===== src/rtl/aes_round_key_reader.sv =====
`default_nettype none
// ============================================================================
// Module   : aes_round_key_reader
// Brief    : Stores the 15 AES-256 round keys written by a key schedule and
//            replays them, one per cycle, in forward (encrypt) or reverse
//            (decrypt) order with registered outputs and latency 1.
// Option   : AES_RKR_INV_MIX_EN - decrypt-mode keys for rounds 1..13 are
//            passed through InvMixColumns (equivalent inverse cipher).
// Revision : 1.0 - initial release
// ============================================================================
module aes_round_key_reader (
   input  logic         inClk,
   input  logic         inRst,
   input  logic         inKeyWr,
   input  logic [127:0] inKey,
   input  logic         inStart,
   input  logic         inDecrypt,
   output logic         outKeyReady,
   output logic [127:0] outRoundKey,
   output logic [3:0]   outRoundIdx,
   output logic         outRoundValid,
   output logic         outLastRound,
   output logic         outBusy,
   output logic         outKeyErr
);

   localparam int unsigned NUM_KEYS = 15;
   localparam logic [3:0]  LAST_IDX = 4'd14;

   typedef enum logic [1:0] {
      ST_IDLE = 2'd0,
      ST_RUN  = 2'd1,
      ST_DONE = 2'd2
   } state_t;

   state_t       state_q, state_d;
   logic [3:0]   cnt_q, cnt_d;
   logic         dec_q, dec_d;
   logic [3:0]   wp_q, wp_d;
   logic         ready_q, ready_d;
   logic         err_q, err_d;
   logic         valid_q, valid_d;
   logic         last_q, last_d;
   logic [3:0]   idx_q, idx_d;
   logic [127:0] key_q, key_d;

   logic [127:0] key_mem [NUM_KEYS];
   logic         emit;
   logic         wr_en;
   logic [3:0]   rd_idx;
   logic [127:0] rd_key;
   logic [127:0] out_key;

   // Sequencer: accept a start only from IDLE with a complete key set,
   // then step the round counter once per RUN cycle.
   always_comb begin
      state_d = state_q;
      cnt_d   = cnt_q;
      dec_d   = dec_q;
      emit    = 1'b0;
      case (state_q)
         ST_IDLE: begin
            if (inStart && ready_q) begin
               state_d = ST_RUN;
               cnt_d   = '0;
               dec_d   = inDecrypt;
               emit    = 1'b1;
            end
         end
         ST_RUN: begin
            if (cnt_q == LAST_IDX) begin
               state_d = ST_DONE;
            end else begin
               cnt_d = cnt_q + 4'd1;
               emit  = 1'b1;
            end
         end
         ST_DONE: state_d = ST_IDLE;
         default: state_d = ST_IDLE;
      endcase
   end

   // Reverse order in decrypt mode; the buffer is read before any write on
   // the same edge lands, so a simultaneous start sees the old contents.
   assign rd_idx = dec_d ? (LAST_IDX - cnt_d) : cnt_d;
   assign rd_key = key_mem[rd_idx];

`ifdef AES_RKR_INV_MIX_EN
   function automatic logic [7:0] xt(input logic [7:0] b);
      return {b[6:0], 1'b0} ^ (b[7] ? 8'h1b : 8'h00);
   endfunction

   function automatic logic [31:0] inv_mix_col(input logic [31:0] col);
      logic [7:0] a [4];
      logic [7:0] m2 [4];
      logic [7:0] m4 [4];
      logic [7:0] m8 [4];
      logic [7:0] m9 [4];
      logic [7:0] mb [4];
      logic [7:0] md [4];
      logic [7:0] me [4];
      for (int i = 0; i < 4; i++) begin
         a[i]  = col[31-8*i -: 8];
         m2[i] = xt(a[i]);
         m4[i] = xt(m2[i]);
         m8[i] = xt(m4[i]);
         m9[i] = m8[i] ^ a[i];
         mb[i] = m8[i] ^ m2[i] ^ a[i];
         md[i] = m8[i] ^ m4[i] ^ a[i];
         me[i] = m8[i] ^ m4[i] ^ m2[i];
      end
      return {me[0] ^ mb[1] ^ md[2] ^ m9[3],
              m9[0] ^ me[1] ^ mb[2] ^ md[3],
              md[0] ^ m9[1] ^ me[2] ^ mb[3],
              mb[0] ^ md[1] ^ m9[2] ^ me[3]};
   endfunction

   logic [127:0] inv_key;
   logic         inv_sel;

   for (genvar c = 0; c < 4; c++) begin : g_inv_col
      assign inv_key[127-32*c -: 32] = inv_mix_col(rd_key[127-32*c -: 32]);
   end

   // First and last round keys are used raw by the equivalent inverse cipher.
   assign inv_sel = dec_d && (rd_idx != 4'd0) && (rd_idx != LAST_IDX);
   assign out_key = inv_sel ? inv_key : rd_key;
`else
   assign out_key = rd_key;
`endif

   // Output register next values: key holds while idle, index reads zero.
   always_comb begin
      valid_d = emit;
      last_d  = emit && (cnt_d == LAST_IDX);
      idx_d   = emit ? rd_idx : 4'd0;
      key_d   = emit ? out_key : key_q;
   end

   // Key write path: writes are dropped (and flagged) whenever a sequence
   // is in progress so the replayed keys never change mid-block.
   always_comb begin
      wp_d    = wp_q;
      ready_d = ready_q;
      err_d   = err_q;
      wr_en   = 1'b0;
      if (inKeyWr) begin
         if (state_q != ST_IDLE) begin
            err_d = 1'b1;
         end else begin
            wr_en = 1'b1;
            wp_d  = (wp_q == LAST_IDX) ? 4'd0 : wp_q + 4'd1;
            if (wp_q == 4'd0) begin
               ready_d = 1'b0;
            end else if (wp_q == LAST_IDX) begin
               ready_d = 1'b1;
            end
         end
      end
   end

   // Round-key buffer; deliberately not reset, outKeyReady guards stale data.
   always_ff @(posedge inClk) begin
      if (wr_en) begin
         key_mem[wp_q] <= inKey;
      end
   end

   // Control and output registers with asynchronous reset.
   always_ff @(posedge inClk or posedge inRst) begin
      if (inRst) begin
         state_q <= ST_IDLE;
         cnt_q   <= '0;
         dec_q   <= 1'b0;
         wp_q    <= '0;
         ready_q <= 1'b0;
         err_q   <= 1'b0;
         valid_q <= 1'b0;
         last_q  <= 1'b0;
         idx_q   <= '0;
         key_q   <= '0;
      end else begin
         state_q <= state_d;
         cnt_q   <= cnt_d;
         dec_q   <= dec_d;
         wp_q    <= wp_d;
         ready_q <= ready_d;
         err_q   <= err_d;
         valid_q <= valid_d;
         last_q  <= last_d;
         idx_q   <= idx_d;
         key_q   <= key_d;
      end
   end

   assign outKeyReady   = ready_q;
   assign outRoundKey   = key_q;
   assign outRoundIdx   = idx_q;
   assign outRoundValid = valid_q;
   assign outLastRound  = last_q;
   assign outBusy       = (state_q != ST_IDLE);
   assign outKeyErr     = err_q;

endmodule
`default_nettype wire


===== config.mk =====
export PLATFORM = sky130hd
export DESIGN_NAME = aes_round_key_reader
export DESIGN_NICKNAME = d
export VERILOG_FILES = /design/src/rtl/aes_round_key_reader.sv
export SDC_FILE = /design/constraint.sdc
export NUM_CORES = 2
export LEC_CHECK = 0
export ABC_AREA = 0
export CAP_MARGIN = 20
export CORE_MARGIN = 3
export CORE_UTILIZATION = 60
export DETAILED_ROUTE_END_ITERATION = 6
export GPL_TIMING_DRIVEN = 0
export PLACE_DENSITY = 0.89
export SETUP_SLACK_MARGIN = 0.1
export SLEW_MARGIN = 25
export SYNTH_ARGS = -nofsm -noshare
export SYNTH_HDL_FRONTEND = slang
export SYNTH_SLANG_ARGS = --single-unit

===== constraint.sdc =====
create_clock -name inClk -period 29.9 [get_ports inClk]
set_input_delay 4.485 -clock inClk [delete_from_list [all_inputs] [get_ports inClk]]
set_output_delay 4.485 -clock inClk [all_outputs]
set_load 0.03 [all_outputs]

==> results.tsv <==
stage	metric	value	unit
status	status	completed	
detailed_routing	post_drt_via_cell_ratio	6.748	
min_path	hold_path.class	register to register	
clocking	cts_setup_buffers	0	
die	core_region_area	132000	um^2
logic_synthesis	synth_top_family_by_area	multiplexers	
min_path	min_from	outKeyErr	
clocking	clk_pin_slew	0.07	ns
logic_synthesis	synthTopCellsByCount	edfxtp_1, mux2i_1, nand2_1	
detailed_routing	final_antenna_net_count	0	
logic_synthesis	synth-adder-area-share	0.06246	%
die	die_x	371.4	um
clocking	cts_tree	built	
timing	tightest_slew	0.9672	ns
finish	fin_nets	5387	
critical_path	crit_type	input pin to register	
placed_design	io_buffers	269	
timing	fmax	0.1073	GHz
timing	finalClockSkew	0.02675	ns
grt	grt_use_total	32.65	%
logic_synthesis	syn_inst	4620	
timing	min_period	9.322	ns
critical_path	r2r_cells	16	
detailed_routing	drt_iter0_drc	8099	
clocking	root_buffer	clkbuf_16	
timing	finalHoldViolCount	0	
logic_synthesis	synth_top_cell_by_area	edfxtp_1	
logic_synthesis	ys_warn_count	0	
logic_synthesis	ys_ff_latch	2067	
die	die-area	138000	um^2
placed_design	place_inst	6814	
placed_design	dpl.hpwl	140.9	mm
clocking	clk_latency	0.84	ns
critical_path	critPathCaptureType	register	
logic_synthesis	syn_nets	4757	
logic_synthesis	synthTopCellsByArea	edfxtp_1, mux2i_1, dfrtp_1	
grt	grt_pass1_wl	324.8	mm
logic_synthesis	netlist_area	80130	um^2
critical_path	cp_max_fo	11	
grt	grt_pass1_vias	49430	
timing	finalMaxSlewViolations	0	
detailed_routing	dr_total_vias	48540	
flow_run	max-cap-violations	0	
logic_synthesis	yosys.area_share.xor_xnor	0.03279	%
logic_synthesis	synth.most_common_cell	edfxtp_1	
die	die_h	371.4	um
logic_synthesis	synth_compound_area_share	5.545	%
critical_path	arrival	10.02	ns
grt	grt.overflow.total	0	
clocking	cts_sinks	2067	
clocking	htree_levels	4	
timing	period_share	31.18	%
die	rows	133	
logic_synthesis	synthSimpleGateAreaFrac	4.346	%
logic_synthesis	synthMuxAreaShare	11.65	%
detailed_routing	first_pass_iters	7	
die	io_pins	270	
clocking	cts_inserted_buffers	189	
logic_synthesis	yosysSeqAreaShare	76.54	%
placed_design	gp_congestion	0.8151	
min_path	hold_depth	1	
logic_synthesis	syn_area_per_cell	17.34	um^2
detailed_routing	wire_per_inst	31.43	um
logic_synthesis	synth_cell_type_count	49	
clocking	cts.path.max_buffers	3	
detailed_routing	drt_wl_total	226.0	mm
finish	final_cell_count_no_fill	7193	
logic_synthesis	synth_top_area_share	71.95	%
die	initial_core_util	60.72	%
timing	finalSetupViolations	0	
finish	drive_gt1_share	13.61	%
clocking	cts.repair.resized	0	
finish	nFillCells	7091	
grt	antenna_found_initial	28	
logic_synthesis	synth_edf_count	1920	
timing	rsz0062_at_grt	false	
timing	maxSlewHeadroom	35.52	%
detailed_routing	drc	0	
logic_synthesis	synth_flop_cell	edfxtp_1	
clocking	hold_buffers	0	
grt	grt_start_max_net_pins	77	
critical_path	crit_path_start	inStart	
critical_path	cp.required	30.60	ns
logic_synthesis	async_flop_share	7.112	%
finish	areaGrowthSynthToFinish	17.22	%
timing	setup_tns	0	ns
critical_path	cp-start-kind	input pin	
critical_path	rr_startpoint	cnt_q[0]	
[cell usage in the layout (no fill, tap or decap), types with 24 or more instances in the layout]
master,synthesis,routed
nor2_1,275,263
buf_2,108,108
a22o_1,127,127
a21oi_1,257,257
dfrtp_1,147,147
a31oi_1,128,128
mux2i_1,640,640
clkdlybuf4s50_1,0,269
o311ai_1,127,127
buf_12,0,29
clkinv_1,0,33
buf_16,0,55
buf_4,17,87
buf_6,21,35
nand2_1,400,400
clkbuf_1,131,187
edfxtp_1,1920,1920
mux4_2,128,128
clkbuf_16,0,195
or2_0,114,114
clkinv_2,1,29
diode_2,0,24
[per-layer routing]
metal	track usage, %	vias up	part of all wire [%]
met5	0	-	0.037
met3	9.466	875	14
met4	17.80	12	5.9
li1	-	19320	-
met2	53.67	4406	49
met1	39.14	23930	31
[final timing paths]
check | endpoint | slack (ns)
worst min register to register | outKeyErr | 0.46
worst max-delay path | outRoundKey[38] | 20.58
worst max register to register | outRoundKey[38] | 23.96
max in group asynchronous | outRoundIdx[2] | 24.60
min in group asynchronous | outRoundKey[89] | 4.30
worst min-delay path | outKeyErr | 0.46
[stage by stage]
step	setup WS, ns	hold slack, ns	cell area, um^2	utilization, %
2_1_floorplan	15.53	0.5167	80130	-
3_3_place_gp	6.224	0.4441	85020	64.43
3_5_place_dp	20.19	0.4516	87950	66.65
4_1_cts	20.90	0.4660	93860	71.13
5_1_grt	20.57	0.4748	93880	71.14
6_report	20.58	0.4631	93930	71.18
[critical path, stage by stage]
cell	delay (ns)
clkdlybuf4s50_1	0.43
and4bb_4	0.26
a21oi_2	0.42
a21o_1	0.19
buf_2	0.25
clkbuf_1	0.76
ha_1	0.25
mux2_1	0.15
buf_2	0.45
buf_2	0.52
buf_2	0.53
buf_1	0.75
a31oi_1	0.26
nor2_1	0.17
o311ai_1	0.10
[sequential cells by signal (all words and copies together) (netlist names)]
register	flops
outRoundValid	1
outRoundIdx	4
cnt_q	4
outRoundKey	128
outLastRound	1
wp_q	4
state_q	2
outKeyReady	1
dec_q	1
key_mem	1920
outKeyErr	1
[final cells by class]
cell class	count	area (um^2)	share of cell area, %
Sequential cell	2067	61330	65.30
Multi-Input combinational cell	2259	17450	18.58
Timing Repair Buffer	439	5500	5.856
Clock buffer	280	5429	5.780
Tap cell	1755	2196	2.338
Buffer	284	1430	1.523
Clock inverter	75	479.2	0.5102
Antenna cell	24	60.06	0.06394
Inverter	10	46.29	0.04929
[cells by family after synthesis]
group,count (synthesis)
compound gates,657
fa+ha+maj,4
flops,2067
mux,771
simple gates,824
buf+inv,294
xor+xnor,3
Power is not shown: default switching activity piles up to over one toggle a cycle in this logic, so the estimate is an artifact.
